### src/rtl/mux_sel_sequencer_pkg.sv
// Shared types and constants for the 4:1 mux select sequencer.
// Also provides the ascending-order next-enabled-channel search.
package mux_sel_sequencer_pkg;

  typedef enum logic [1:0] {
    ST_IDLE  = 2'd0,
    ST_DWELL = 2'd1,
    ST_DONE  = 2'd2
  } seq_state_e;

  localparam int          NUM_CH   = 4;
  localparam int          CH_W     = 2;
  localparam logic [1:0]  IDLE_SEL = 2'b11;

  // Returns {found, index} of the lowest enabled channel at or above 'from'.
  function automatic logic [CH_W:0] next_enabled(input logic [0:NUM_CH-1] mask,
                                                 input logic [CH_W:0]     from);
    logic [CH_W:0] r;
    r = '0;
    for (int i = NUM_CH - 1; i >= 0; i--) begin
      if ((i >= int'(from)) && mask[i]) begin
        r = {1'b1, CH_W'(i)};
      end
    end
    return r;
  endfunction

endpackage

### src/rtl/mux_sel_sequencer_dwell_counter.sv
// Loadable DWELL_W-bit down-counter with decrement enable and zero flag.
module dwell_counter #(
  parameter int W = 8
) (
  input  logic         clk,
  input  logic         rst_n,
  input  logic         load,
  input  logic [W-1:0] load_val,
  input  logic         dec,
  output logic         zero
);

  logic [W-1:0] cnt;

  // Load has priority; decrement only requested while nonzero, so no wrap.
  always_ff @(posedge clk or negedge rst_n) begin
    if (!rst_n) begin
      cnt <= '0;
    end else if (load) begin
      cnt <= load_val;
    end else if (dec && (cnt != '0)) begin
      cnt <= cnt - 1'b1;
    end
  end

  assign zero = (cnt == '0);

endmodule

### src/rtl/mux_sel_sequencer.sv
// Steps the downstream 4:1 mux select through enabled channels and samples its output.
// Optional build macro SEQ_REPEAT_EN turns single-shot operation into a continuous scan.
module mux_sel_sequencer
  import mux_sel_sequencer_pkg::*;
#(
  parameter int DWELL_W = 8
) (
  input  logic               clk,
  input  logic               rst_n,
  input  logic               cmd_valid,
  output logic               cmd_ready,
  input  logic [0:3]         cmd_mask,
  input  logic [DWELL_W-1:0] cmd_dwell,
  output logic [0:1]         sel,
  input  logic               mux_out,
  output logic [0:3]         sample_q,
  output logic               busy,
  output logic               done
);

  // Handshake: a command transfers on a rising edge where cmd_valid and
  // cmd_ready are both high; cmd_ready does not depend on cmd_valid.

  seq_state_e         state, state_n;
  logic [0:3]         mask_q, mask_n;
  logic [DWELL_W-1:0] dwell_q, dwell_n;
  logic [CH_W-1:0]    ch, ch_n;
  logic               clear, capture;
  logic               cnt_load, cnt_dec, cnt_zero;
  logic [DWELL_W-1:0] cnt_load_val;
  logic [DWELL_W-1:0] eff_dwell;
  logic [CH_W:0]      first_cmd, first_lat, next_lat;
  logic               accept;

  assign eff_dwell = (cmd_dwell == '0) ? DWELL_W'(1) : cmd_dwell;
  assign first_cmd = next_enabled(cmd_mask, '0);
  assign first_lat = next_enabled(mask_q, '0);
  assign next_lat  = next_enabled(mask_q, {1'b0, ch} + 1'b1);
  assign accept    = cmd_valid && cmd_ready;

  dwell_counter #(.W(DWELL_W)) u_dwell_counter (
    .clk      (clk),
    .rst_n    (rst_n),
    .load     (cnt_load),
    .load_val (cnt_load_val),
    .dec      (cnt_dec),
    .zero     (cnt_zero)
  );

  always_ff @(posedge clk or negedge rst_n) begin
    if (!rst_n) begin
      state   <= ST_IDLE;
      mask_q  <= '0;
      dwell_q <= DWELL_W'(1);
      ch      <= '0;
    end else begin
      state   <= state_n;
      mask_q  <= mask_n;
      dwell_q <= dwell_n;
      ch      <= ch_n;
    end
  end

  always_comb begin
    state_n      = state;
    mask_n       = mask_q;
    dwell_n      = dwell_q;
    ch_n         = ch;
    clear        = 1'b0;
    capture      = 1'b0;
    cnt_load     = 1'b0;
    cnt_load_val = dwell_q - 1'b1;
    cnt_dec      = 1'b0;
    cmd_ready    = 1'b0;
    done         = 1'b0;
    unique case (state)
      ST_IDLE: begin
        cmd_ready = 1'b1;
        if (accept) begin
          mask_n  = cmd_mask;
          dwell_n = eff_dwell;
          clear   = 1'b1;
          if (first_cmd[CH_W]) begin
            ch_n         = first_cmd[CH_W-1:0];
            cnt_load     = 1'b1;
            cnt_load_val = eff_dwell - 1'b1;
            state_n      = ST_DWELL;
          end else begin
            state_n = ST_DONE;
          end
        end
      end
      ST_DWELL: begin
        if (cnt_zero) begin
          capture = 1'b1;
          if (next_lat[CH_W]) begin
            ch_n     = next_lat[CH_W-1:0];
            cnt_load = 1'b1;
          end else begin
            state_n = ST_DONE;
          end
        end else begin
          cnt_dec = 1'b1;
        end
      end
      ST_DONE: begin
        done = 1'b1;
`ifdef SEQ_REPEAT_EN
        cmd_ready = 1'b1;
        if (accept) begin
          mask_n  = cmd_mask;
          dwell_n = eff_dwell;
          clear   = 1'b1;
          if (first_cmd[CH_W]) begin
            ch_n         = first_cmd[CH_W-1:0];
            cnt_load     = 1'b1;
            cnt_load_val = eff_dwell - 1'b1;
            state_n      = ST_DWELL;
          end else begin
            state_n = ST_DONE;
          end
        end else if (first_lat[CH_W]) begin
          // Restart the scan from the lowest enabled channel.
          clear    = 1'b1;
          ch_n     = first_lat[CH_W-1:0];
          cnt_load = 1'b1;
          state_n  = ST_DWELL;
        end else begin
          state_n = ST_IDLE;
        end
`else
        state_n = ST_IDLE;
`endif
      end
      default: begin
        state_n = ST_IDLE;
      end
    endcase
  end

  always_ff @(posedge clk or negedge rst_n) begin
    if (!rst_n) begin
      sample_q <= '0;
    end else if (clear) begin
      sample_q <= '0;
    end else if (capture) begin
      sample_q[ch] <= mux_out;
    end
  end

  assign sel  = (state == ST_DWELL) ? ~ch : IDLE_SEL;
  assign busy = (state != ST_IDLE);

endmodule

### config.mk
export PLATFORM = sky130hd
export DESIGN_NAME = mux_sel_sequencer
export DESIGN_NICKNAME = d
export VERILOG_FILES = /design/src/rtl/mux_sel_sequencer_pkg.sv /design/src/rtl/mux_sel_sequencer_dwell_counter.sv /design/src/rtl/mux_sel_sequencer.sv
export SDC_FILE = /design/constraint.sdc
export NUM_CORES = 1
export LEC_CHECK = 0
export CORE_MARGIN = 3
export CORE_UTILIZATION = 42
export CTS_CLUSTER_DIAMETER = 150
export DETAILED_ROUTE_END_ITERATION = 7
export REMOVE_ABC_BUFFERS = 1
export SYNTH_ARGS = -nofsm -noshare
export SYNTH_HDL_FRONTEND = slang
export SYNTH_SLANG_ARGS = --single-unit
### constraint.sdc
create_clock -name clk -period 4.2 [get_ports clk]
set_clock_uncertainty 0.2 [all_clocks]
set_input_delay 0.84 -clock clk [delete_from_list [all_inputs] [get_ports clk]]
set_output_delay 0.84 -clock clk [all_outputs]
set_load 0.05 [all_outputs]
==> impl_metrics.py, run 1 <==
metrics = {
    "routing": {
        "wl_per_cell_microns": 15.0,
        "vias": 1374,
        "vias_per_cell": 5.41,
        "drc": 0,
        "drt-total-wl_microns": 3810,
        "drt_iter0_drc": 54,
        "dr.pass1.iters": 4,
        "antenna_left": 0,
    },
    "yosys": {
        "synth_xor_area_share_pct": 7.05,
        "yosys.cell_types.count": 48,
        "netlist.area_leader.share_pct": 37.4,
        "synth_compound_area_share_pct": 13.3,
        "synth-edff-count": 0,
        "synth_largest_area_cell": "dfrtp_1",
        "synth-async-reset-ratio_pct": 100,
        "synthAdderAreaFrac_pct": 2.88,
        "syn_inst": 182,
        "synth_top_family_by_area": "simple AND/OR/NAND/NOR gates",
        "synth_mux_area_share_pct": 11.1,
        "avgSynthCellArea_sq_um": 9.56,
        "ys_seq_area_share_pct": 38.9,
        "synth-simple-area-share_pct": 22.7,
        "ys_warn_count": 0,
        "ys.flop_type": "dfrtp_1",
        "ys_top_cells_by_area": "dfrtp_1 (37%), mux2_2 (7.1%), xnor2_1 (4.0%)",
        "ys_seq_elements": 27,
        "syn_area_sq_um": 1740,
    },
    "placement": {
        "dp.cells": 250,
        "io_buffers": 24,
        "gp_congestion": 0.846,
        "dpl_cell_area_sq_um": 2030,
        "dpl.hpwl_microns": 2990,
    },
    "pwr": {
        "netSwitchingFraction_pct": 42.3,
        "power_frac_comb_pct": 47.4,
        "ir_drop_v": 0.000313,
        "fin_total_pwr_mw": 1.23,
        "p_seq_share_pct": 40.2,
        "p_leak_nw": 0.820,
        "internal_power_mw": 0.711,
        "power.switching_mw": 0.521,
        "power_density_nw_per_um2": 593,
        "clockPowerShare_pct": 12.3,
    },
    "timing": {
        "tightest_slew_ns": 0.750,
        "maxSlewHeadroom_pct": 49.9,
        "totalNegativeSetupSlack_ns": 0,
        "hold_viol": 0,
        "post-route-period-util_pct": 76.3,
        "final_max_slew_viol_count": 0,
        "setup_violations": 0,
        "rsz0062_at_grt": "false",
        "min_period_ns": 3.20,
        "max_freq_mhz": 312,
    },
    "cells_and_area": {
        "fin_cells": 254,
        "drive_gt1_share_pct": 15.5,
        "final_net_count": 227,
        "diodes": 0,
        "area_growth_pct": 19.2,
        "final_core_util_pct": 54.2,
        "num-fill-cells": 359,
        "finalInstanceArea_sq_um": 2070,
    },
    "critical_path": {
        "max_stage_delay_ns": 0.72,
        "r2r_slack_ns": 1.85,
        "path_cells": "nor2b_1 -> nand2_1 -> clkdlybuf4s50_1",
        "slowest_stage": "clkdlybuf4s50_1",
        "reg2reg_depth": 7,
        "startpoint_type": "register",
        "crit_path_end_kind": "primary output",
        "arrival_ns": 2.16,
        "r2r-end": "ch[1]",
        "critPathKind": "reg -> out",
        "crit_required_ns": 3.16,
        "reg2reg_from": "u_dwell_counter.cnt[0]",
        "path_max_fanout": 9,
    },
    "cts": {
        "htree_num_levels": 1,
        "clkTransAtPathRegs_ns": 0.10,
        "cts-root-buf": "clkbuf_8",
        "clkLatencyLatePin_ns": 0.28,
        "cts_max_path_buffers": 2,
        "tritoncts": "done",
        "numCtsBuffers": 3,
        "ctsResizeCount": 0,
        "cts_hold_buf": 0,
        "cts_setup_buffers": 0,
        "cts.sinks": 27,
    },
    "run": {
        "maxCapViolCount": 0,
    },
    "die": {
        "pin_count": 25,
        "die_w_microns": 70.4,
        "die_h_microns": 70.4,
        "start_util_pct": 45.5,
        "dieArea_sq_um": 4950,
        "num_rows": 22,
        "coreArea_sq_um": 3830,
    },
    "hold_path": {
        "min_to": "mask_q[1]",
        "hp-start": "mask_q[1]",
        "holdPathStages": 1,
        "hold_path.class": "reg -> reg",
    },
    "run_status": {
        "status": "complete, no violations",
    },
    "global_route": {
        "gr-total-overflow": 0,
        "grt_pass1_vias": 1367,
        "track_usage_pct": 16.0,
        "grt_start_max_net_pins": 28,
        "grt_pass1_wl_microns": 6480,
        "antenna_found_initial": 0,
    },
}
## registers in the layout, indices dropped and copies added (netlist names)
register / cells
ch: 2
dwell_q: 8
mask_q: 3
sample_q: 4
state: 2
u_dwell_counter.cnt: 8
## power groups by stage
stage,combinational [mW],sequential [mW],clock (mW)
finish,0.584,0.495,0.152
global route,0.645,0.514,0.165
CTS,0.588,0.494,0.157
detailed placement,0.585,0.499,0
global placement,0.575,0.493,0
floorplan,0.446,0.472,0
## metrics by stage
stage	setup WS [ns]	hold WS, ns
6_report	0.995	0.316
5_1_grt	0.831	0.331
4_1_cts	0.986	0.320
3_5_place_dp	0.754	0.297
3_3_place_gp	0.892	0.295
2_1_floorplan	0.988	0.282
## kinds of logic (layout without fill, tap and decap cells)
| kind of cell | count (synthesis) | after routing |
|---|---|---|
| buf+inv | 16 | 40 |
| compound gates | 36 | 36 |
| fa+ha+maj | 4 | 4 |
| flops | 27 | 27 |
| simple gates | 68 | 68 |
| mux | 17 | 17 |
| xor+xnor | 14 | 14 |
## cell usage in the layout (no fill, tap or decap), drive strengths merged, types with 3 or more instances in the layout
cell type and n:
nor3b 4, nand3 6, nor2b 3, nand2 13, mux2i 4, nor2 17, ha 4, a211oi 3
or4 3, dfrtp 26, xor2 6, mux2 13, clkdlybuf4s50 24, o21ai 11, o22ai 3, inv 10
a21oi 10, xnor2 8, clkbuf 3, nor3 9
## area by class of cell
cell class | instances | area [sq um] | area share (%)
Multi-Input combinational cell | 139 | 998 | 48.1
Sequential cell | 27 | 677 | 32.6
Timing Repair Buffer | 26 | 255 | 12.3
Tap cell | 48 | 60.1 | 2.90
Clock buffer | 3 | 41.3 | 1.99
Inverter | 10 | 37.5 | 1.81
Clock inverter | 1 | 5.00 | 0.241
## cell usage after synthesis, drive strengths merged, types with 2 or more instances
cell / number
ha: 4
o21ai: 11
and3: 2
nor2b: 3
mux2: 13
nand3: 6
inv: 10
o22ai: 3
mux2i: 4
a21oi: 10
o31ai: 2
dfrtp: 26
or4: 3
nor2: 17
clkbuf: 3
nor4: 2
a211oi: 3
xor2: 6
nand2b: 2
a21o: 2
nand2: 13
buf: 3
xnor2: 8
nor3b: 4
or3: 2
nor3: 9
## layer usage
layer	GRT usage, %	share of wire, %	up-vias
met1	23.4	49	656
li1	-	-	694
met3	2.45	3.6	4
met5	0	0	-
met4	4.47	0.81	0
met2	24.4	47	20
## worst max-delay path, delay by kind of cell, from the launching register on
family	cells	cell delay, ns
buffers and inverters	1	0.72
AND/OR/NAND/NOR	2	0.74
flip-flops	1	0.42
## worst max path at each step
stage               slack [ns]    startpoint  cells after the start                endpoint
global placement          0.89  cmd_dwell[2]                     10  u_dwell_counter.cnt[6]
detailed placement        0.75  cmd_dwell[2]                     10  u_dwell_counter.cnt[6]
global route              0.83      state[0]                      3                  sel[1]
floorplan                 0.99     cmd_valid                      4                   ch[0]
finish                     1.0      state[0]                      3                  sel[0]
CTS                       0.99      state[0]                      3                  sel[0]
Power figures use the tool's default switching activity.
==> inputs of run 2 (changes only) <==
--- a/config.mk
+++ b/config.mk
@@ -9,6 +9,7 @@
 export CORE_UTILIZATION = 42
 export CTS_CLUSTER_DIAMETER = 150
 export DETAILED_ROUTE_END_ITERATION = 7
+export PLACE_DENSITY = 0.67
 export REMOVE_ABC_BUFFERS = 1
 export SYNTH_ARGS = -nofsm -noshare
 export SYNTH_HDL_FRONTEND = slang
==> constraint.sdc (replaced) <==
create_clock -name clk -period 2.67 [get_ports clk]
set_clock_uncertainty 0.2 [all_clocks]
set_input_delay 0.534 -clock clk [delete_from_list [all_inputs] [get_ports clk]]
set_output_delay 0.534 -clock clk [all_outputs]
set_load 0.05 [all_outputs]
==> run 2 against run 1 <==
Net effect:
- final cell count rose by 3.9%
- global-route usage rose by 0.62 points
- worst setup slack got worse by 0.87 ns
- worst hold slack got worse by 0.0020 ns
- first-iteration DRC count rose by 100%
- sequential power rose by 57%
- critical path depth rose by 7
- critical path type is now in -> reg
- total power rose by 58%
==> impl_metrics.py, run 2 (synthesis results as in run 1) <==
metrics = {
    "timing": {
        "rsz0062_at_grt": "false",
        "min_period_ns": 2.54,
        "max_freq_mhz": 394,
        "final_max_slew_viol_count": 0,
        "maxSlewHeadroom_pct": 66.6,
        "whs_ns": 0.314,
        "finalWorstSetupSlack_ns": 0.129,
        "post-route-period-util_pct": 95.2,
        "setup_violations": 0,
        "hold_viol": 0,
        "tightest_slew_ns": 0.499,
    },
    "pwr": {
        "p_leak_nw": 0.866,
        "netSwitchingFraction_pct": 42.2,
        "p_seq_share_pct": 39.8,
        "power_frac_comb_pct": 48.3,
        "ir_drop_v": 0.000541,
        "power.switching_mw": 0.822,
        "internal_power_mw": 1.13,
        "clockPowerShare_pct": 11.9,
        "power_density_nw_per_um2": 906,
    },
    "global_route": {
        "gr-total-overflow": 0,
        "grt_pass1_vias": 1434,
        "grt_pass1_wl_microns": 6640,
        "antenna_found_initial": 0,
        "grt_start_max_net_pins": 28,
        "track_usage_pct": 16.6,
    },
    "critical_path": {
        "path_cells": "clkdlybuf4s50_1 -> or4_4 -> nor3_2 -> a21oi_1 -> ha_1 -> inv_1 -> nor2_1 -> xnor2_1 -> a22o_1 -> o21ai_1",
        "startpoint_type": "input port",
        "r2r_slack_ns": 0.37,
        "arrival_ns": 2.55,
        "critPathKind": "in -> reg",
        "crit_path_end_kind": "register",
        "max_stage_delay_ns": 0.55,
        "reg2reg_depth": 7,
        "crit_required_ns": 2.68,
        "slowest_stage": "or4_4",
        "path_max_fanout": 2,
    },
    "cts": {
        "cts_max_path_buffers": 2,
        "cts-root-buf": "clkbuf_8",
        "cts.sinks": 27,
        "numCtsBuffers": 3,
        "tritoncts": "done",
        "cts_setup_buffers": 0,
        "clkLatencyLatePin_ns": 0.27,
        "htree_num_levels": 1,
        "clkTransAtPathRegs_ns": 0.09,
        "cts_hold_buf": 0,
    },
    "die": {
        "start_util_pct": 45.5,
        "dieArea_sq_um": 4950,
        "coreArea_sq_um": 3830,
        "num_rows": 22,
        "die_w_microns": 70.4,
        "die_h_microns": 70.4,
        "pin_count": 25,
    },
    "routing": {
        "drc": 0,
        "top_layer": "met4",
        "wl_met2_microns": 1910,
        "wl_per_cell_microns": 14.7,
        "dr.pass1.iters": 4,
        "vias": 1464,
        "met3WireLength_microns": 167,
        "antenna_left": 0,
        "drt_iter0_drc": 108,
        "wl_met1_microns": 1770,
        "vias_per_cell": 5.55,
        "drt-total-wl_microns": 3880,
    },
    "cells_and_area": {
        "diodes": 0,
        "num-fill-cells": 335,
        "drive_gt1_share_pct": 20.8,
        "final_common_cell": "dfrtp_1",
        "area_growth_pct": 23.7,
        "final_net_count": 237,
        "mostFrequentLayoutCells": "dfrtp_1 (26), clkdlybuf4s50_1 (22), nor2_1 (16)",
        "register_area_sq_um": 677,
        "largest_registers": "dwell_q (8), u_dwell_counter.cnt (8), sample_q (4)",
        "multi_input_area_sq_um": 1000,
    },
    "placement": {
        "preCtsSetupSlack_ns": -0.233,
        "io_buffers": 24,
        "dpl.hpwl_microns": 3050,
        "gp_congestion": 0.937,
    },
    "hold_path": {
        "holdPathStages": 1,
        "hold_path.class": "reg -> reg",
    },
    "run": {
        "maxCapViolCount": 0,
    },
    "run_status": {
        "status": "complete, no violations",
    },
}
[run 2: cell types whose count changed in the layout (fill, tap and decap cells not counted)]
| cell | delta |
|---|---|
| buf_4 | +12 |
| clkdlybuf4s50_1 | -2 |
| clkinv_2 | -1 |
| clkinvlp_4 | +1 |
| nor3_1 | -1 |
| nor3_2 | +1 |
[run 2: routing by layer]
layer  vias to the layer above  track usage (%)
met2                        28             27.9
met1                       715             21.8
met3                         4             2.88
met5                         -                0
li1                        717                -
met4                         0             4.89
[run 2: worst paths after layout]
path | startpoint | end
worst max-delay path | cmd_dwell[2] | u_dwell_counter.cnt[6]
worst max register to register | u_dwell_counter.cnt[0] | ch[1]
worst min-delay path | mask_q[1] | mask_q[1]
max in group asynchronous | rst_n | dwell_q[0]
min in group asynchronous | rst_n | state[1]
worst min register to register | mask_q[1] | mask_q[1]
[run 2: through the flow]
| step | power [mW] | cells | area (sq um) | util, % | setup TNS (ns) |
|---|---|---|---|---|---|
| 2_1_floorplan | 1.44 | 176 | 1710 | - | -1.16 |
| 3_3_place_gp | 1.68 | 260 | 2100 | 54.8 | -0.407 |
| 3_5_place_dp | 1.72 | 260 | 2100 | 54.8 | -0.605 |
| 4_1_cts | 1.96 | 264 | 2150 | 56.1 | 0 |
| 5_1_grt | 2.10 | 264 | 2150 | 56.2 | 0 |
| 6_report | 1.95 | 264 | 2150 | 56.2 | 0 |
[run 2: layout make-up]
| class | count | area share, % |
|---|---|---|
| clock buffer | 3 | 1.92 |
| clock inverter | 1 | 0.349 |
| inverter | 10 | 1.74 |
| multi-input combinational | 139 | 46.6 |
| sequential | 27 | 31.5 |
| tap | 48 | 2.79 |
| timing repair buffer | 36 | 15.1 |
[run 2: worst max-delay path, delay by kind of cell]
family	cells	cell delay, ns
xor+xnor	1	0.11
fa+ha+maj	1	0.22
simple gates	3	0.75
buf+inv	2	0.47
compound gates	3	0.47
[run 2: power groups by stage]
stage | registers [mW] | logic (mW) | clock network (mW)
final | 0.776 | 0.941 | 0.233
after global routing | 0.804 | 1.04 | 0.254
after CTS | 0.774 | 0.941 | 0.240
after detailed placement | 0.783 | 0.938 | 0
after global placement | 0.767 | 0.913 | 0
after floorplan | 0.742 | 0.701 | 0
[run 2: timing repair]
action,4_1_cts,5_1_grt
resized for setup,0,1
hold endpoints to repair,0,0
setup endpoints to repair,0,3
